--- src/rtl/ps2_pkg.sv ---
// Shared PS/2 definitions: receiver state encoding, frame constants and
// default conditioning/timeout values reused by host-side PS/2 blocks.
package ps2_pkg;

    typedef enum logic [1:0] {
        IDLE   = 2'd0,
        DATA   = 2'd1,
        PARITY = 2'd2,
        STOP   = 2'd3
    } ps2_rx_state_e;

    localparam int   PS2_DATA_BITS = 8;
    localparam logic PS2_START     = 1'b0;
    localparam logic PS2_STOP      = 1'b1;

    localparam int PS2_FILT_LEN_DEF    = 4;
    localparam int PS2_TIMEOUT_CYC_DEF = 4800;

endpackage

--- src/rtl/ps2_rx_fifo.sv ---
// First-word fall-through byte FIFO with flush, occupancy count and a
// drop indication when a push finds it full without a same-cycle pop.
module ps2_rx_fifo #(
    parameter int DEPTH = 8,
    parameter int W     = 8
) (
    input  logic                       clk_i,
    input  logic                       rst_n_i,
    input  logic                       clr_i,
    input  logic                       push_i,
    input  logic [W-1:0]               din_i,
    input  logic                       pop_i,
    output logic [W-1:0]               dout_o,
    output logic                       valid_o,
    output logic [$clog2(DEPTH):0]     count_o,
    output logic                       ovf_o
);
    localparam int PW = $clog2(DEPTH);
    localparam int CW = PW + 1;

    logic [W-1:0]  mem [DEPTH];
    logic [PW-1:0] wr_ptr_q;
    logic [PW-1:0] rd_ptr_q;
    logic [CW-1:0] count_q;
    logic [W-1:0]  last_q;
    logic          empty;
    logic          full;
    logic          do_push;
    logic          do_pop;

    assign empty   = (count_q == '0);
    assign full    = (count_q == CW'(DEPTH));
    assign do_pop  = pop_i && !empty;
    assign do_push = push_i && (!full || do_pop);
    assign ovf_o   = push_i && full && !do_pop && !clr_i;

    always_ff @(posedge clk_i) begin
        if (do_push && !clr_i) begin
            mem[wr_ptr_q] <= din_i;
        end
    end

    always_ff @(posedge clk_i or negedge rst_n_i) begin
        if (!rst_n_i) begin
            wr_ptr_q <= '0;
            rd_ptr_q <= '0;
            count_q  <= '0;
            last_q   <= '0;
        end else begin
            // last_q tracks the head so data_o keeps its value once drained
            if (!empty) begin
                last_q <= mem[rd_ptr_q];
            end
            if (clr_i) begin
                wr_ptr_q <= '0;
                rd_ptr_q <= '0;
                count_q  <= '0;
            end else begin
                if (do_push) begin
                    wr_ptr_q <= wr_ptr_q + PW'(1);
                end
                if (do_pop) begin
                    rd_ptr_q <= rd_ptr_q + PW'(1);
                end
                case ({do_push, do_pop})
                    2'b10:   count_q <= count_q + CW'(1);
                    2'b01:   count_q <= count_q - CW'(1);
                    default: count_q <= count_q;
                endcase
            end
        end
    end

    assign dout_o  = empty ? last_q : mem[rd_ptr_q];
    assign valid_o = !empty;
    assign count_o = count_q;

endmodule

--- src/rtl/ps2_host_rx.sv ---
// Host-side PS/2 receiver: pad synchronisers, ps2_clk glitch filter, frame
// FSM with inactivity timeout, and a byte FIFO for the bus wrapper.
module ps2_host_rx
    import ps2_pkg::*;
#(
    parameter int FIFO_DEPTH  = 8,
    parameter int FILT_LEN    = PS2_FILT_LEN_DEF,
    parameter int TIMEOUT_CYC = PS2_TIMEOUT_CYC_DEF
) (
    input  logic                          clk_i,
    input  logic                          rst_n_i,
    input  logic                          en_i,
    input  logic                          clr_i,
    input  logic                          ps2_clk_i,
    input  logic                          ps2_dat_i,
    input  logic                          rd_i,
    output logic [7:0]                    data_o,
    output logic                          valid_o,
    output logic [$clog2(FIFO_DEPTH):0]   count_o,
    output logic                          par_err_o,
    output logic                          frm_err_o,
    output logic                          ovf_o,
    output logic                          irq_o
);
    localparam int FW = $clog2(FILT_LEN + 1);
    localparam int TW = $clog2(TIMEOUT_CYC + 1);

    logic clk_s1, clk_s2, dat_s1, dat_s2;
    logic          filt_lvl;
    logic [FW-1:0] filt_cnt;
    logic          fe;

    ps2_rx_state_e state_q, state_d;
    logic [2:0]    bit_cnt_q;
    logic [7:0]    shift_q;
    logic          par_q;
    logic [TW-1:0] tmo_cnt_q;
    logic          timeout;
    logic          push_q, push_d;
    logic          frm_q, frm_d;
    logic          par_err_q, par_err_d;
    logic          ovf_q;
    logic          fifo_ovf;

    always_ff @(posedge clk_i or negedge rst_n_i) begin
        if (!rst_n_i) begin
            clk_s1 <= 1'b1;
            clk_s2 <= 1'b1;
            dat_s1 <= 1'b1;
            dat_s2 <= 1'b1;
        end else begin
            clk_s1 <= ps2_clk_i;
            clk_s2 <= clk_s1;
            dat_s1 <= ps2_dat_i;
            dat_s2 <= dat_s1;
        end
    end

    // Down-counter runs while the synced level disagrees with the filtered one
    always_ff @(posedge clk_i or negedge rst_n_i) begin
        if (!rst_n_i) begin
            filt_lvl <= 1'b1;
            filt_cnt <= FW'(FILT_LEN - 1);
        end else if (clk_s2 == filt_lvl) begin
            filt_cnt <= FW'(FILT_LEN - 1);
        end else if (filt_cnt == '0) begin
            filt_lvl <= clk_s2;
            filt_cnt <= FW'(FILT_LEN - 1);
        end else begin
            filt_cnt <= filt_cnt - FW'(1);
        end
    end

    assign fe      = filt_lvl && !clk_s2 && (filt_cnt == '0);
    assign timeout = (state_q != IDLE) && !fe && (tmo_cnt_q == '0);

    always_comb begin
        state_d   = state_q;
        frm_d     = 1'b0;
        par_err_d = 1'b0;
        push_d    = 1'b0;
        if (!en_i) begin
            state_d = IDLE;
        end else if (timeout) begin
            state_d = IDLE;
            frm_d   = 1'b1;
        end else if (fe) begin
            case (state_q)
                IDLE: begin
                    if (dat_s2 == PS2_START) state_d = DATA;
                    else                     frm_d   = 1'b1;
                end
                DATA: begin
                    if (bit_cnt_q == 3'(PS2_DATA_BITS - 1)) state_d = PARITY;
                end
                PARITY: state_d = STOP;
                STOP: begin
                    state_d = IDLE;
                    if (dat_s2 != PS2_STOP)       frm_d     = 1'b1;
                    else if (!(^{shift_q, par_q})) par_err_d = 1'b1;
                    else                          push_d    = 1'b1;
                end
                default: state_d = IDLE;
            endcase
        end
    end

    always_ff @(posedge clk_i or negedge rst_n_i) begin
        if (!rst_n_i) begin
            state_q   <= IDLE;
            bit_cnt_q <= '0;
            shift_q   <= '0;
            par_q     <= 1'b0;
            tmo_cnt_q <= TW'(TIMEOUT_CYC - 1);
            push_q    <= 1'b0;
            frm_q     <= 1'b0;
            par_err_q <= 1'b0;
            ovf_q     <= 1'b0;
        end else begin
            state_q   <= state_d;
            push_q    <= push_d;
            frm_q     <= frm_d;
            par_err_q <= par_err_d;
            ovf_q     <= fifo_ovf;
            if (state_q != DATA) begin
                bit_cnt_q <= '0;
            end else if (fe && en_i) begin
                shift_q[bit_cnt_q] <= dat_s2;
                bit_cnt_q          <= bit_cnt_q + 3'd1;
            end
            if (fe && en_i && state_q == PARITY) begin
                par_q <= dat_s2;
            end
            if (fe || state_q == IDLE) begin
                tmo_cnt_q <= TW'(TIMEOUT_CYC - 1);
            end else if (tmo_cnt_q != '0) begin
                tmo_cnt_q <= tmo_cnt_q - TW'(1);
            end
        end
    end

    // shift_q cannot change the cycle after a stop fe, so it feeds the FIFO directly
    ps2_rx_fifo #(
        .DEPTH (FIFO_DEPTH),
        .W     (8)
    ) u_fifo (
        .clk_i   (clk_i),
        .rst_n_i (rst_n_i),
        .clr_i   (clr_i),
        .push_i  (push_q),
        .din_i   (shift_q),
        .pop_i   (rd_i),
        .dout_o  (data_o),
        .valid_o (valid_o),
        .count_o (count_o),
        .ovf_o   (fifo_ovf)
    );

    assign par_err_o = par_err_q;
    assign frm_err_o = frm_q;
    assign ovf_o     = ovf_q;
    assign irq_o     = valid_o;

endmodule

--- config.mk ---
export PLATFORM = sky130hd
export DESIGN_NAME = ps2_host_rx
export DESIGN_NICKNAME = d
export VERILOG_FILES = /design/src/rtl/ps2_pkg.sv /design/src/rtl/ps2_rx_fifo.sv /design/src/rtl/ps2_host_rx.sv
export SDC_FILE = /design/constraint.sdc
export NUM_CORES = 1
export LEC_CHECK = 0
export ABC_AREA = 1
export BUFFER_PORTS_ARGS = -buffer_cell sky130_fd_sc_hd__buf_2
export CAP_MARGIN = 0
export CELL_PAD_IN_SITES_DETAIL_PLACEMENT = 1
export CELL_PAD_IN_SITES_GLOBAL_PLACEMENT = 1
export CORE_ASPECT_RATIO = 0.8
export CORE_UTILIZATION = 52
export DETAILED_ROUTE_END_ITERATION = 12
export PLACE_DENSITY_LB_ADDON = 0.15
export RECOVER_POWER = 50
export SETUP_SLACK_MARGIN = 0.3
export SYNTH_ARGS = -nofsm -noshare
export SYNTH_HDL_FRONTEND = slang
export SYNTH_SLANG_ARGS = --single-unit
--- constraint.sdc ---
create_clock -name clk_i -period 3.3 [get_ports clk_i]
set_clock_uncertainty 0.05 [all_clocks]
set_input_delay 0 -clock clk_i [delete_from_list [all_inputs] [get_ports clk_i]]
set_output_delay 0 -clock clk_i [all_outputs]
set_load 0.05 [all_outputs]
Word level (Yosys, flattened, before mapping)
Memories as Yosys holds them, arrays and structs flattened. Index checks and enable logic that the tools add are counted.

Output and inout bits: 17. Input port bits: 7. RAM bits: 64. Word-level logic and storage cells: 121. Flip-flop bits (word level): 57. Memories: 1.

Memory list: u_fifo.mem (words 8, bits a word 8, rd ports 1, clocked after memory_dff 0, write ports 1, line ps2_rx_fifo.sv:21) `logic [W-1:0] mem [DEPTH];`.

$lt $le $gt $ge: 2. Bitwise operators: 2. Add/subtract/negate cells: 7. Muxes and demuxes: 42. Equal/unequal tests: 12. Reduce and logical (&&, ||, !) cells: 36.

Operators by type and width (count): $mux W13 (2); $mux W3 (8); $mux W1 (20); $logic_and A1 B1 Y1 (13); $logic_not A13 Y1 (1); $reduce_bool A13 Y1 (1); $sub A13 B1 Y13 const B (1); $mux W2 (5); $reduce_bool A2 Y1 (5); $add A3 B1 Y3 const B (3); $reduce_xor A9 Y1 (1); $bwmux W8 (1); $mux W8 (1); $ne A4 B4 Y1 const B (2); $pmux W2 S4 (1); $pmux W4 S2 (1); $eq A2 B2 Y1 const B (3); $logic_not A1 Y1 (6); $add A4 B1 Y4 const B (1); $eq A2 B1 Y1 const B (2); $eq A4 B4 Y1 const B (1); $logic_not A4 Y1 (1); $lt A3 B4 Y1 const B (1); $mux W4 (1); 16 further kinds (19).

Longest topological paths before layout
Gate-level depths: netlist of the first run.

Depth in word-level cells: 8. Mapped depth: 13. Gate-level depth less buffers: 13.

Cells and area by module
Synthesis of the first run repeated with hierarchy kept, for this count alone.

Cell total of the unflattened synthesis: 557. Area total of the unflattened synthesis: 5614.1 um^2.

By module, submodules not included: ps2_rx_fifo (times used 1, area each 3440.8 um^2, cells an instance 302, seq. area each 2372.3 um^2); ps2_host_rx (times used 1, area each 2173.3 um^2, cells an instance 255, seq. area each 996.0 um^2).

Worst setup path before layout of the first run
No wires, ideal clock.

Kind: register to register. Start point: register u_fifo.count_q[1] (netlist: u_fifo.count_o[1]). End point: memory u_fifo.mem[4][0], enable pin. Slack: 1.173 ns. Data required time: 2.880 ns. Buffers on the path: 0. Period minus slack after synthesis: 2.127 ns. Cell stages (with the launch flop): 9. Setup time: 0.370 ns. Arrival: 1.707 ns. Cell sequence: dfrtp_1 > nor2_4 > nand3_1 > nand2_1 > inv_1 > nand2_1 > inv_1 > nand2_1 > nor2_1.

Longest elaborated chain between the ends: 8. Elaborated cells on any way between the ends: 10. Those cells by class: 1 x eq/ne; 2 x mux; 7 x reduce/logical.

Ends and longest elaborated chain: start: declaration (line ps2_rx_fifo.sv:24) `logic [CW-1:0] count_q;`; start signal: assignment (line ps2_rx_fifo.sv:66) `2'b10: count_q <= count_q + CW'(1);`; start signal: assignment (line ps2_rx_fifo.sv:67) `2'b01: count_q <= count_q - CW'(1);`; start signal: assignment (line ps2_rx_fifo.sv:68) `default: count_q <= count_q;`; $logic_not A4 Y1 (line ps2_rx_fifo.sv:31) `assign empty = (count_q == '0);`; $logic_not A1 Y1 (line ps2_rx_fifo.sv:33) `assign do_pop = pop_i && !empty;`; $logic_and A1 B1 Y1 (line ps2_rx_fifo.sv:33); $logic_or A1 B1 Y1 (*) (line ps2_rx_fifo.sv:34) `assign do_push = push_i && (!full || do_pop);`; $logic_and A1 B1 Y1 (*) (line ps2_rx_fifo.sv:34); $logic_and A1 B1 Y1 (*) (line ps2_rx_fifo.sv:38) `if (do_push && !clr_i) begin`; $mux W1 (*) (line ps2_rx_fifo.sv:38); $mux W1 (not written as such) (*) (line ps2_rx_fifo.sv:39) `mem[wr_ptr_q] <= din_i;`; end: declaration (line ps2_rx_fifo.sv:21).

Every way passes the cells marked *; elsewhere a longest branch is shown, timed or not.

Worst setup path in the final report of the first run
Start point: register u_fifo.rd_ptr_q[1]. End point: output data_o[3].

Longest elaborated chain between the ends: 2.

Ends and longest elaborated chain: start: declaration (line ps2_rx_fifo.sv:23) `logic [PW-1:0] rd_ptr_q;`; start signal: assignment (line ps2_rx_fifo.sv:63) `rd_ptr_q <= rd_ptr_q + PW'(1);`; $mem_v2 Z8 W8; $mux W8; end: declaration (line ps2_host_rx.sv:17) `output logic [7:0] data_o,`.

No other way between the ends.

==> results of run 1 <==
[worst register-to-register path, cell delays in order, from the launching register on]
cell                       delay [ns]
sky130_fd_sc_hd__dfrtp_1         0.45
sky130_fd_sc_hd__nor2_4          0.27
sky130_fd_sc_hd__nand2_2         0.26
sky130_fd_sc_hd__nand3_2         0.23
sky130_fd_sc_hd__inv_1           0.08
sky130_fd_sc_hd__ha_1            0.29
sky130_fd_sc_hd__nand2_1         0.05
sky130_fd_sc_hd__nand3b_1        0.20
sky130_fd_sc_hd__nand2_1         0.10
sky130_fd_sc_hd__nand2_1         0.05
sky130_fd_sc_hd__nand3_1         0.06
sky130_fd_sc_hd__nand2_1         0.05
[power groups by stage]
stage | Sequential (mW) | Clock [mW] | Combinational, mW
floorplan | 1.89 | 0 | 1.36
global placement | 1.84 | 0 | 1.79
detailed placement | 1.85 | 0 | 1.85
CTS | 1.82 | 1.95 | 1.88
global route | 1.83 | 2.00 | 2.02
finish | 1.82 | 1.93 | 1.87
[logic make-up after synthesis]
group	share of synthesized area (%)
simple gates	18.0
flops	61.6
compound gates	10.6
buf+inv	4.78
fa+ha+maj	3.43
xor+xnor	1.60
[sequential cells by signal, indices dropped and copies added (netlist names)]
name and flops:
u_fifo.mem 64, tmo_cnt_q 13, shift_q 8, u_fifo.last_q 8, u_fifo.count_o 4, bit_cnt_q 3
filt_cnt 3, u_fifo.rd_ptr_q 3, u_fifo.wr_ptr_q 3, state_q 2, clk_s1 1, clk_s2 1
dat_s1 1, dat_s2 1, filt_lvl 1, frm_err_o 1, ovf_o 1, par_err_o 1
par_q 1, push_q 1
[layout make-up]
class | count | area (um2)
clock inverter | 13 | 178
tap | 140 | 175
sequential | 121 | 3370
inverter | 54 | 203
timing repair buffer | 35 | 209
multi-input combinational | 345 | 1840
clock buffer | 19 | 433
fill | 1145 | 3830
[worst paths after layout]
check / startpoint / to
max in group asynchronous: rst_n_i / frm_err_o
min reg2reg: clk_s1 / clk_s2
max: u_fifo.rd_ptr_q[1] / data_o[3]
min: ps2_dat_i / dat_s1
max reg2reg: u_fifo.count_o[1] / u_fifo.count_o[3]
min in group asynchronous: rst_n_i / u_fifo.count_o[3]
[synthesized netlist by cell type, types with 7 or more instances]
cell and count:
sky130_fd_sc_hd__inv_1 49, sky130_fd_sc_hd__nand2_2 8, sky130_fd_sc_hd__o21ai_1 7, sky130_fd_sc_hd__clkbuf_1 7, sky130_fd_sc_hd__ha_1 15, sky130_fd_sc_hd__o21ai_0 50
sky130_fd_sc_hd__edfxtp_1 64, sky130_fd_sc_hd__o211ai_1 17, sky130_fd_sc_hd__dfrtp_1 41, sky130_fd_sc_hd__nand3_1 32, sky130_fd_sc_hd__nand2_1 78, sky130_fd_sc_hd__dfstp_2 16
sky130_fd_sc_hd__a21oi_1 20, sky130_fd_sc_hd__nor2_1 74
[routing by layer]
layer	part of all wire [%]	global-route usage, %	vias to the layer above
met5	0	0	-
met4	1.8	10.9	0
met3	3.0	4.90	21
met2	54	51.7	79
met1	41	33.3	2060
li1	-	-	1894
[timing repair]
action / CTS / global route
setup buffers: 0 / 0
hold endpoints to repair: 39 / 0
hold buffers: 7 / 0
[placed cells by master (no fill, tap or decap), types with 3 or more instances in the layout]
cell | Yosys | layout
sky130_fd_sc_hd__edfxtp_1 | 64 | 64
sky130_fd_sc_hd__buf_2 | 2 | 18
sky130_fd_sc_hd__dfrtp_1 | 41 | 41
sky130_fd_sc_hd__a21oi_1 | 20 | 20
sky130_fd_sc_hd__clkinv_1 | 2 | 3
sky130_fd_sc_hd__clkbuf_1 | 7 | 9
sky130_fd_sc_hd__o21ai_0 | 50 | 50
sky130_fd_sc_hd__o211ai_1 | 17 | 17
sky130_fd_sc_hd__o21ai_1 | 7 | 7
sky130_fd_sc_hd__dlygate4sd3_1 | 0 | 7
sky130_fd_sc_hd__nand2_1 | 78 | 78
sky130_fd_sc_hd__nor3_1 | 6 | 6
sky130_fd_sc_hd__clkbuf_16 | 0 | 17
sky130_fd_sc_hd__nor2_2 | 4 | 4
sky130_fd_sc_hd__xor2_1 | 4 | 4
sky130_fd_sc_hd__ha_1 | 15 | 15
sky130_fd_sc_hd__nand3_1 | 32 | 32
sky130_fd_sc_hd__dfstp_2 | 16 | 16
sky130_fd_sc_hd__nand3b_1 | 3 | 3
sky130_fd_sc_hd__inv_1 | 49 | 49
sky130_fd_sc_hd__a31oi_1 | 6 | 6
sky130_fd_sc_hd__nor2_4 | 6 | 6
sky130_fd_sc_hd__clkinv_2 | 0 | 3
sky130_fd_sc_hd__xnor2_1 | 6 | 6
sky130_fd_sc_hd__buf_4 | 1 | 3
sky130_fd_sc_hd__inv_2 | 3 | 3
sky130_fd_sc_hd__bufinv_16 | 0 | 4
sky130_fd_sc_hd__nor2_1 | 74 | 74
sky130_fd_sc_hd__nand2_2 | 8 | 8
sky130_fd_sc_hd__clkinvlp_4 | 0 | 4
==> summary.txt, run 1 <==
Run status
  – Run status: finished, violations left
  – Violations in the final reports: capacitance limit, slew limit

Synthesis
  – Most frequently used flop master after synthesis: sky130_fd_sc_hd__edfxtp_1
  – YS warnings: 0
  – Mapped Cells: around 530
  – Mean post-synth cell area: 10.3 um2
  – Top cell type by total area after synthesis: sky130_fd_sc_hd__edfxtp_1
  – Net count of the mapped netlist: 554
  – Share of synthesized registers carrying an async set or reset: 47.1%
  – Cell variety after synth: 35
  – Post-synth EDFFs: 64
  – Post-synth design cell area: approximately 5500 um2
  – Ranking of synthesized cells by area: sky130_fd_sc_hd__edfxtp_1, sky130_fd_sc_hd__dfrtp_1, sky130_fd_sc_hd__dfstp_2, sky130_fd_sc_hd__nand2_1, sky130_fd_sc_hd__nor2_1
  – Yosys top cell area share: a little over a third
  – Flops & latches, synth: 121
  – Sequential share of the synthesized area: 61.6%

Cells and area
  – Number of nets in the finished design: roughly 600
  – Inserted Diodes: 0
  – Layout cell share with drive strength beyond 1: 15.8%
  – Layout overhead on the synthesized area: 17.1%
  – Fin util: 62.6%
  – Non-filler cells, final: 727
  – Design Area, Final: 6410 um2

Critical path
  – Cell type with the highest occurrence count on the critical path: sky130_fd_sc_hd__o21ai_0
  – Arr. time, crit path: 2.62 ns
  – CP Cell Sequence: o21ai_0, o21ai_0, o211ai_1, nand2_1, buf_2
  – CP required: between 3 and 4 ns
  – Worst-case reg-to-reg path depth: 11
  – CP max stage cell: sky130_fd_sc_hd__dfrtp_1
  – Type of destination of the critical path: output port
  – Startpoint type of the worst setup path: flip-flop
  – CP Buf/Inv Count: 1
  – Worst setup slack for register-to-register paths: 1.06 ns
  – Family with the most delay on the worst path: flip-flops
  – Type of the setup path with the least slack: reg2out
  – Crit Path Max Fanout: 31
  – Critical path depth: 5
  – Biggest cell delay along the critical path: 0.97 ns

Route
  – Vias after detailed routing: 4054
  – Number of nets with antenna violations after routing: 0
  – Final wirelength: 14100 um
  – Routed WL per cell: 19.4 um
  – Post-detailed-route via-to-cell ratio: 5.58
  – Violation count after the first detailed-route iteration: ~290
  – Pre-antenna DRT Iters: 4
  – Number of DRC violations after detailed routing: 0

Placement
  – Placed Area: ~5700 um2
  – Last weighted congestion value of the routability-driven placer: a little over 0.8
  – Half-perimeter wire length after detailed placement: 9540 um
  – Inst Count DP: 688
  – Setup Slack @ Placement: 1.08 ns
  – Total of buffers placed on input and output ports: 23

Global route
  – Via count of the first global-routing pass: 4279
  – Pin count of the biggest net entering global routing: 39
  – Overflow after GRT: 0
  – Aggregate global-route resource usage: 28.4%
  – Initial antenna violation count: 0
  – Global-route wire length before repair: 22300 um

STA
  – Pins Over Slew Limit: 39
  – Least setup slack across all paths after layout: 0.627 ns
  – Clock period minus worst slack: 2.67 ns
  – Fin Setup TNS: 0 ns
  – Smallest hold slack: 0.186 ns
  – Unrepaired setup endpoints after global routing: no
  – Period Utilization, post-route: 81.0%
  – Final setup violation count: 0
  – Final hold vios: 0
  – Worst-case headroom to the max-slew limit: -40.6%
  – Achievable clock frequency: 374 MHz
  – Measured slew at the worst slew-check pin: 2.11 ns

CTS
  – CTS resizes: 0
  – Clock tree root driver cell: sky130_fd_sc_hd__clkbuf_16
  – Number of CTS-inserted buffers: 17
  – Later-pin clock latency in the skew report: 0.41 ns
  – Clock tree buffer depth: 2
  – Worst-path clk slew: 0.06 ns
  – CTS H-tree depth: 4
  – TritonCTS clock tree: yes
  – Clock sink count: 121

Floorplan
  – Initial Util: 53.4%
  – Area of the core region: 10200 um2
  – # IOs: 24
  – Die boundary height: 93.7 um
  – Die Area: 10900 um2
  – Die X: between 100 and 150 um
  – Placement row count: 33

Power
  – Power Dens Cells: approximately 880 nW/um2
  – Net switching share of the total power: 39.6%
  – Leakage dissipation: ~2.5 nW
  – Power Total: 5.62 mW
  – Share of total power in sequential cells: approximately a third
  – Clock share of power: 34.3%
  – Cell internal power dissipation: 3.40 mW
  – Combinational group share of total power: 33.2%
  – Sw Pwr: 2.22 mW
  – Peak ir drop on the vdd network: 428 uV

Run
  – Reported max-cap violation count: 1

Worst hold path
  – Instance count along the most critical hold path: 2
  – Hold Crit Class: in2reg
No activity file was read; power rests on OpenSTA's default activity.
==> run 2, diff against run 1 <==
Settings changed: CORE_UTILIZATION 52 to 44.
Clock period 3.3 ns to 2.45 ns, I/O delays scaled along.
==> run 2 against run 1 <==
Against the previous run:
- the run now ends clean
- non-clock buffer count increased by 15
- clock power increased by 34%
- flip-flop and latch count unchanged
- hold slack got worse by 0.0043 ns
- via count decreased by 0.54%
- sequential power increased by 34%
- die area increased by 18%
- final area increased by 2.9%
- clock-buffer cell count decreased by 1
- worst setup slack got worse by 0.22 ns
- core utilization decreased by 8.4 points
==> summary.txt, run 2 (synthesis gave the netlist of run 1 again) <==
Placement
  – Last weighted congestion value of the routability-driven placer: 0.790
  – Half-perimeter wire length after detailed placement: 9210 um
  – Placed Area: 5830 um2
  – Total of buffers placed on input and output ports: 23

STA
  – Clock period minus worst slack: 2.04 ns
  – Final setup violation count: 0
  – Final hold vios: 0
  – Measured slew at the worst slew-check pin: about 1.5 ns
  – Pins Over Slew Limit: 0
  – Fin Setup TNS: 0 ns
  – Worst-case headroom to the max-slew limit: 2.55%
  – Period Utilization, post-route: 83.3%
  – Unrepaired setup endpoints after global routing: yes
  – Achievable clock frequency: 490 MHz

CTS
  – Number of CTS-inserted buffers: 17
  – Clock tree buffer depth: 2
  – Clock sink count: ~120
  – CTS H-tree depth: 4
  – TritonCTS clock tree: yes
  – Worst-path clk slew: 0.06 ns
  – Clock tree root driver cell: sky130_fd_sc_hd__clkbuf_16
  – Later-pin clock latency in the skew report: 0.42 ns

Global route
  – Initial antenna violation count: 0
  – Via count of the first global-routing pass: about 4200
  – Global-route wire length before repair: approximately 23000 um
  – Overflow after GRT: 0
  – Aggregate global-route resource usage: 24.1%
  – Pin count of the biggest net entering global routing: 34

Cells and area
  – Inserted Diodes: 0
  – Layout overhead on the synthesized area: 20.5%
  – Number of nets in the finished design: 611
  – Multi-input combinational cell area: roughly 1800 um2
  – Area taken by flip-flops and latches: between 3000 and 4000 um2
  – Number of fill cells: ~1300
  – Leading cell type in the layout, fill and taps excluded: sky130_fd_sc_hd__nand2_1
  – Flip-flop count of the largest register, all copies and words added: 64
  – Design Area, Final: between 6000 and 7000 um2
  – Register with the most flip-flops: u_fifo.mem
  – Biggest regs: u_fifo.mem x64, tmo_cnt_q x13
  – Layout cell share with drive strength beyond 1: approximately 19%
  – Leading cell types in the layout, fill and taps excluded: sky130_fd_sc_hd__nand2_1, sky130_fd_sc_hd__nor2_1, sky130_fd_sc_hd__edfxtp_1

Floorplan
  – # IOs: 24
  – Die Area: 12900 um2
  – Die X: 127 um
  – Placement row count: 36
  – Die boundary height: around 100 um
  – Area of the core region: 12200 um2
  – Initial Util: 45.0%

Route
  – Final wirelength: 14000 um
  – Pre-antenna DRT Iters: 4
  – Number of nets with antenna violations after routing: 0
  – Routed WL per cell: 18.6 um
  – Post-detailed-route via-to-cell ratio: 5.35
  – Violation count after the first detailed-route iteration: 301
  – Number of DRC violations after detailed routing: 0
  – Vias after detailed routing: just over 4000

Run
  – Reported max-cap violation count: 0

Critical path
  – CP max stage cell: sky130_fd_sc_hd__dlygate4sd3_1
  – CP Buf/Inv Count: 3
  – Startpoint type of the worst setup path: flip-flop
  – Family with the most delay on the worst path: buffers and inverters
  – Arr. time, crit path: roughly 2.3 ns
  – CP Cell Sequence: nor2_1, nand2_2, buf_4, nand2_2, inv_1, nand2_1, a21oi_1, dlygate4sd3_1
  – Biggest cell delay along the critical path: 0.55 ns
  – Type of destination of the critical path: flip-flop
  – CP required: 2.70 ns
  – Crit Path Max Fanout: 12
  – Cell type with the highest occurrence count on the critical path: sky130_fd_sc_hd__nand2_2
  – Type of the setup path with the least slack: reg2reg

Power
  – Cell internal power dissipation: 4.72 mW
  – Sw Pwr: 3.01 mW
  – Combinational group share of total power: 35.3%
  – Leakage dissipation: 2.61 nW
  – Clock share of power: 33.3%
  – Net switching share of the total power: 38.9%
  – Share of total power in sequential cells: a little under a third
  – Peak ir drop on the vdd network: 585 uV
  – Power Dens Cells: 1170 nW/um2

Run status
  – Run status: completed

Worst hold path
  – Hold Crit Class: in2reg
==> run 2: power by group through the flow <==
| stage | Combinational (mW) | Sequential, mW | Clock, mW |
|---|---|---|---|
| after floorplan | 1.84 | 2.55 | 0 |
| after global placement | 2.45 | 2.47 | 0 |
| after detailed placement | 2.50 | 2.48 | 0 |
| after CTS | 2.65 | 2.44 | 2.61 |
| after global routing | 2.95 | 2.45 | 2.70 |
| final | 2.73 | 2.43 | 2.58 |
==> run 2: per-layer routing <==
| layer | track usage, % | part of all wire [%] |
|---|---|---|
| met5 | 0 | 0 |
| met4 | 7.97 | 1.6 |
| met3 | 5.12 | 3.0 |
| met2 | 42.8 | 50 |
| met1 | 29.7 | 45 |
==> run 2: path summary, 6_finish.rpt <==
kind / slack, ns / start / cells after the start / endpoint
min in group asynchronous: 0.42 / rst_n_i / 2 / u_fifo.count_o[2]
min: 0.18 / ps2_dat_i / 2 / dat_s1
max in group asynchronous: 0.71 / rst_n_i / 3 / tmo_cnt_q[0]
max reg2reg: 0.41 / u_fifo.count_o[0] / 8 / u_fifo.rd_ptr_q[1]
min reg2reg: 0.31 / clk_s1 / 0 / clk_s2
max: 0.41 / u_fifo.count_o[0] / 8 / u_fifo.rd_ptr_q[1]
==> run 2: cell type report <==
class                   count  area share [%]
flip-flops and latches    121            51.2
well taps                 152            2.89
multi-input cells         345            27.8
clock inverters            14            2.60
clock buffers              18            6.66
repair buffers             50            5.69
inverters                  54            3.19
==> run 2: per-stage QoR <==
step	util [%]	setup WS, ns	power, mW	instances	hold WS [ns]
floorplan	-	0.323	4.39	532	-0.346
global placement	47.9	0.508	4.92	710	-0.00711
detailed placement	47.9	0.463	4.98	710	0.00330
CTS	53.9	0.326	7.70	750	0.0960
global route	54.2	0.282	8.09	754	0.167
finish	54.2	0.409	7.73	754	0.181
==> run 2: repair_timing <==
item | CTS | global route
hold buffers | 7 | 0
pin swaps | 0 | 2
setup endpoints to repair | 8 | 11
gates cloned | 0 | 0
gates resized for setup | 12 | 6
hold endpoints to repair | 38 | 0
setup buffers | 1 | 4
==> run 3, diff against run 2 <==
Settings changed: CORE_UTILIZATION 44 to 49.
Clock period 2.45 ns to 2 ns, I/O delays scaled along.
==> run 3 against run 2 <==
Against the previous run:
- sequential share of layout area fell by 6.5 points
- the flow now finishes with violations (capacitance limit, slew limit, setup timing)
- power rose by 48%
- final cell count rose by 4.5%
==> summary.txt, run 3 (synthesis gave the netlist of run 1 again) <==
Cells and area
  – Biggest regs: u_fifo.mem x64, tmo_cnt_q x13
  – Register with the most flip-flops: u_fifo.mem
  – Multi-input combinational cell area: 2310 um2
  – Leading cell type in the layout, fill and taps excluded: sky130_fd_sc_hd__edfxtp_1
  – Area taken by flip-flops and latches: approximately 3400 um2
  – Flip-flop count of the largest register, all copies and words added: 64
  – Leading cell types in the layout, fill and taps excluded: sky130_fd_sc_hd__edfxtp_1, sky130_fd_sc_hd__nor2_1, sky130_fd_sc_hd__nand2_1
  – Number of fill cells: 1076
  – Number of nets in the finished design: 653
  – Layout cell share with drive strength beyond 1: 36.8%
  – Layout overhead on the synthesized area: 38.2%
  – Inserted Diodes: 0

Floorplan
  – Initial Util: 50.4%
  – Die boundary height: about 97 um
  – Placement row count: 34
  – Die X: between 100 and 150 um
  – Die Area: about 12000 um2
  – # IOs: 24
  – Area of the core region: 10800 um2

Global route
  – Initial antenna violation count: 0
  – Via count of the first global-routing pass: 4532
  – Global-route wire length before repair: ~25000 um
  – Pin count of the biggest net entering global routing: 34
  – Aggregate global-route resource usage: 29.7%
  – Overflow after GRT: 0

Worst hold path
  – Hold Crit Class: in2reg
  – Instance count along the most critical hold path: 2
  – Worst Hold Launch: ps2_clk_i
  – Endpoint of the worst hold path: clk_s1

Run
  – Reported max-cap violation count: 1

Power
  – Share of total power in sequential cells: 26.1%
  – Net switching share of the total power: 41.6%
  – Combinational group share of total power: 47.4%
  – Clock share of power: 26.5%
  – Power Dens Cells: between 1500 and 2000 nW/um2
  – Sw Pwr: 4.77 mW
  – Peak ir drop on the vdd network: approximately 760 uV
  – Cell internal power dissipation: 6.69 mW
  – Leakage dissipation: 3.01 nW

Critical path
  – Arr. time, crit path: 2.22 ns
  – Reg2Reg Launch Point: u_fifo.count_o[3]
  – CP required: 1.95 ns
  – Crit Path Max Fanout: 17
  – Worst-case reg-to-reg path depth: 11
  – Type of the setup path with the least slack: reg2out
  – Startpoint type of the worst setup path: flip-flop
  – Worst setup slack for register-to-register paths: around 0.040 ns
  – Worst reg2reg endpoint: u_fifo.count_o[3]
  – Type of destination of the critical path: output port

CTS
  – Later-pin clock latency in the skew report: 0.43 ns
  – Clock tree root driver cell: sky130_fd_sc_hd__clkbuf_16
  – Number of CTS-inserted buffers: 17
  – Clock tree buffer depth: 2
  – TritonCTS clock tree: yes
  – Clock sink count: around 120
  – Worst-path clk slew: 0.07 ns
  – CTS H-tree depth: 4

STA
  – Fin Setup TNS: -1.17 ns
  – Worst-case headroom to the max-slew limit: -6.61%
  – Measured slew at the worst slew-check pin: 1.60 ns
  – Achievable clock frequency: 441 MHz
  – Pins Over Slew Limit: 24
  – Final setup violation count: 8
  – Period Utilization, post-route: 113%
  – Least setup slack across all paths after layout: -0.267 ns
  – Unrepaired setup endpoints after global routing: yes
  – Final hold vios: 0
  – Clock period minus worst slack: approximately 2.3 ns

Route
  – Final wirelength: 20200 um
  – Pre-antenna DRT Iters: 8
  – Violation count after the first detailed-route iteration: 395
  – Vias after detailed routing: roughly 4700
  – Number of DRC violations after detailed routing: 0
  – Post-detailed-route via-to-cell ratio: 5.92
  – Routed WL per cell: 25.7 um
  – Number of nets with antenna violations after routing: 0

Run status
  – Run status: finished, violations left
  – Violations in the final reports: capacitance limit, slew limit, setup timing

Placement
  – Setup Slack @ Placement: 0.106 ns
  – Total of buffers placed on input and output ports: 23
  – Half-perimeter wire length after detailed placement: 8500 um
  – Last weighted congestion value of the routability-driven placer: 0.779
## run 3: power by group through the flow
| stage | clock network, mW | registers [mW] | logic, mW |
|---|---|---|---|
| 6_report | 3.04 | 2.99 | 5.43 |
| 5_1_grt | 3.13 | 3.00 | 5.63 |
| 4_1_cts | 3.00 | 2.96 | 4.39 |
| 3_5_place_dp | 0 | 3.02 | 3.28 |
| 3_3_place_gp | 0 | 3.01 | 3.17 |
| 2_1_floorplan | 0 | 3.13 | 2.39 |
## run 3: final cells by class
cell class | count | share of cell area [%]
clock inverters | 9 | 0.828
multi-input cells | 345 | 30.6
clock buffers | 23 | 6.75
inverters | 54 | 2.93
well taps | 144 | 2.38
flip-flops and latches | 121 | 44.6
repair buffers | 92 | 11.9
## run 3: worst max-delay path by stage
stage	start	to	slack, ns	cells past startpoint
floorplan	u_fifo.count_o[0]	u_fifo.count_o[3]	0.14	11
global route	u_fifo.rd_ptr_q[0]	data_o[2]	-0.29	8
detailed placement	filt_cnt[0]	state_q[0]	0.11	13
finish	u_fifo.rd_ptr_q[0]	data_o[5]	-0.27	7
global placement	filt_cnt[0]	state_q[0]	0.18	13
CTS	u_fifo.rd_ptr_q[0]	data_o[2]	-0.07	10
## run 3: layer usage
metal	GRT usage, %	wire [um]
met1	34.8	7540
met5	0	0
met2	51.8	10500
met3	8.04	1260
met4	13.2	950
## run 3: stage by stage
step	cell area [um2]	hold slack [ns]	util, %	instances	power [mW]
CTS	7050	0.0987	65.0	764	10.4
global placement	5920	0.00271	54.6	696	6.18
finish	7560	0.173	69.7	788	11.5
floorplan	5600	-0.346	-	532	5.53
detailed placement	5920	0.0126	54.6	696	6.30
global route	7560	0.168	69.7	788	11.8
## run 3: repair_timing
| action | in CTS | in global routing |
|---|---|---|
| resized for setup | 61 | 86 |
| gates cloned | 1 | 2 |
| setup buffers | 29 | 22 |
| hold buffers | 6 | 0 |
| pin swaps | 30 | 38 |
| endpoints found under the hold margin | 41 | 0 |
| endpoints found under the setup margin | 91 | 103 |
## run 3: worst max-delay path: stages (launching register included)
cell and delay, ns:
sky130_fd_sc_hd__dfrtp_1 0.37, sky130_fd_sc_hd__buf_4 0.17, sky130_fd_sc_hd__buf_12 0.15, sky130_fd_sc_hd__o21ai_0 0.17
sky130_fd_sc_hd__o211ai_1 0.41, sky130_fd_sc_hd__nand3_1 0.22, sky130_fd_sc_hd__nand2_2 0.13, sky130_fd_sc_hd__buf_6 0.16
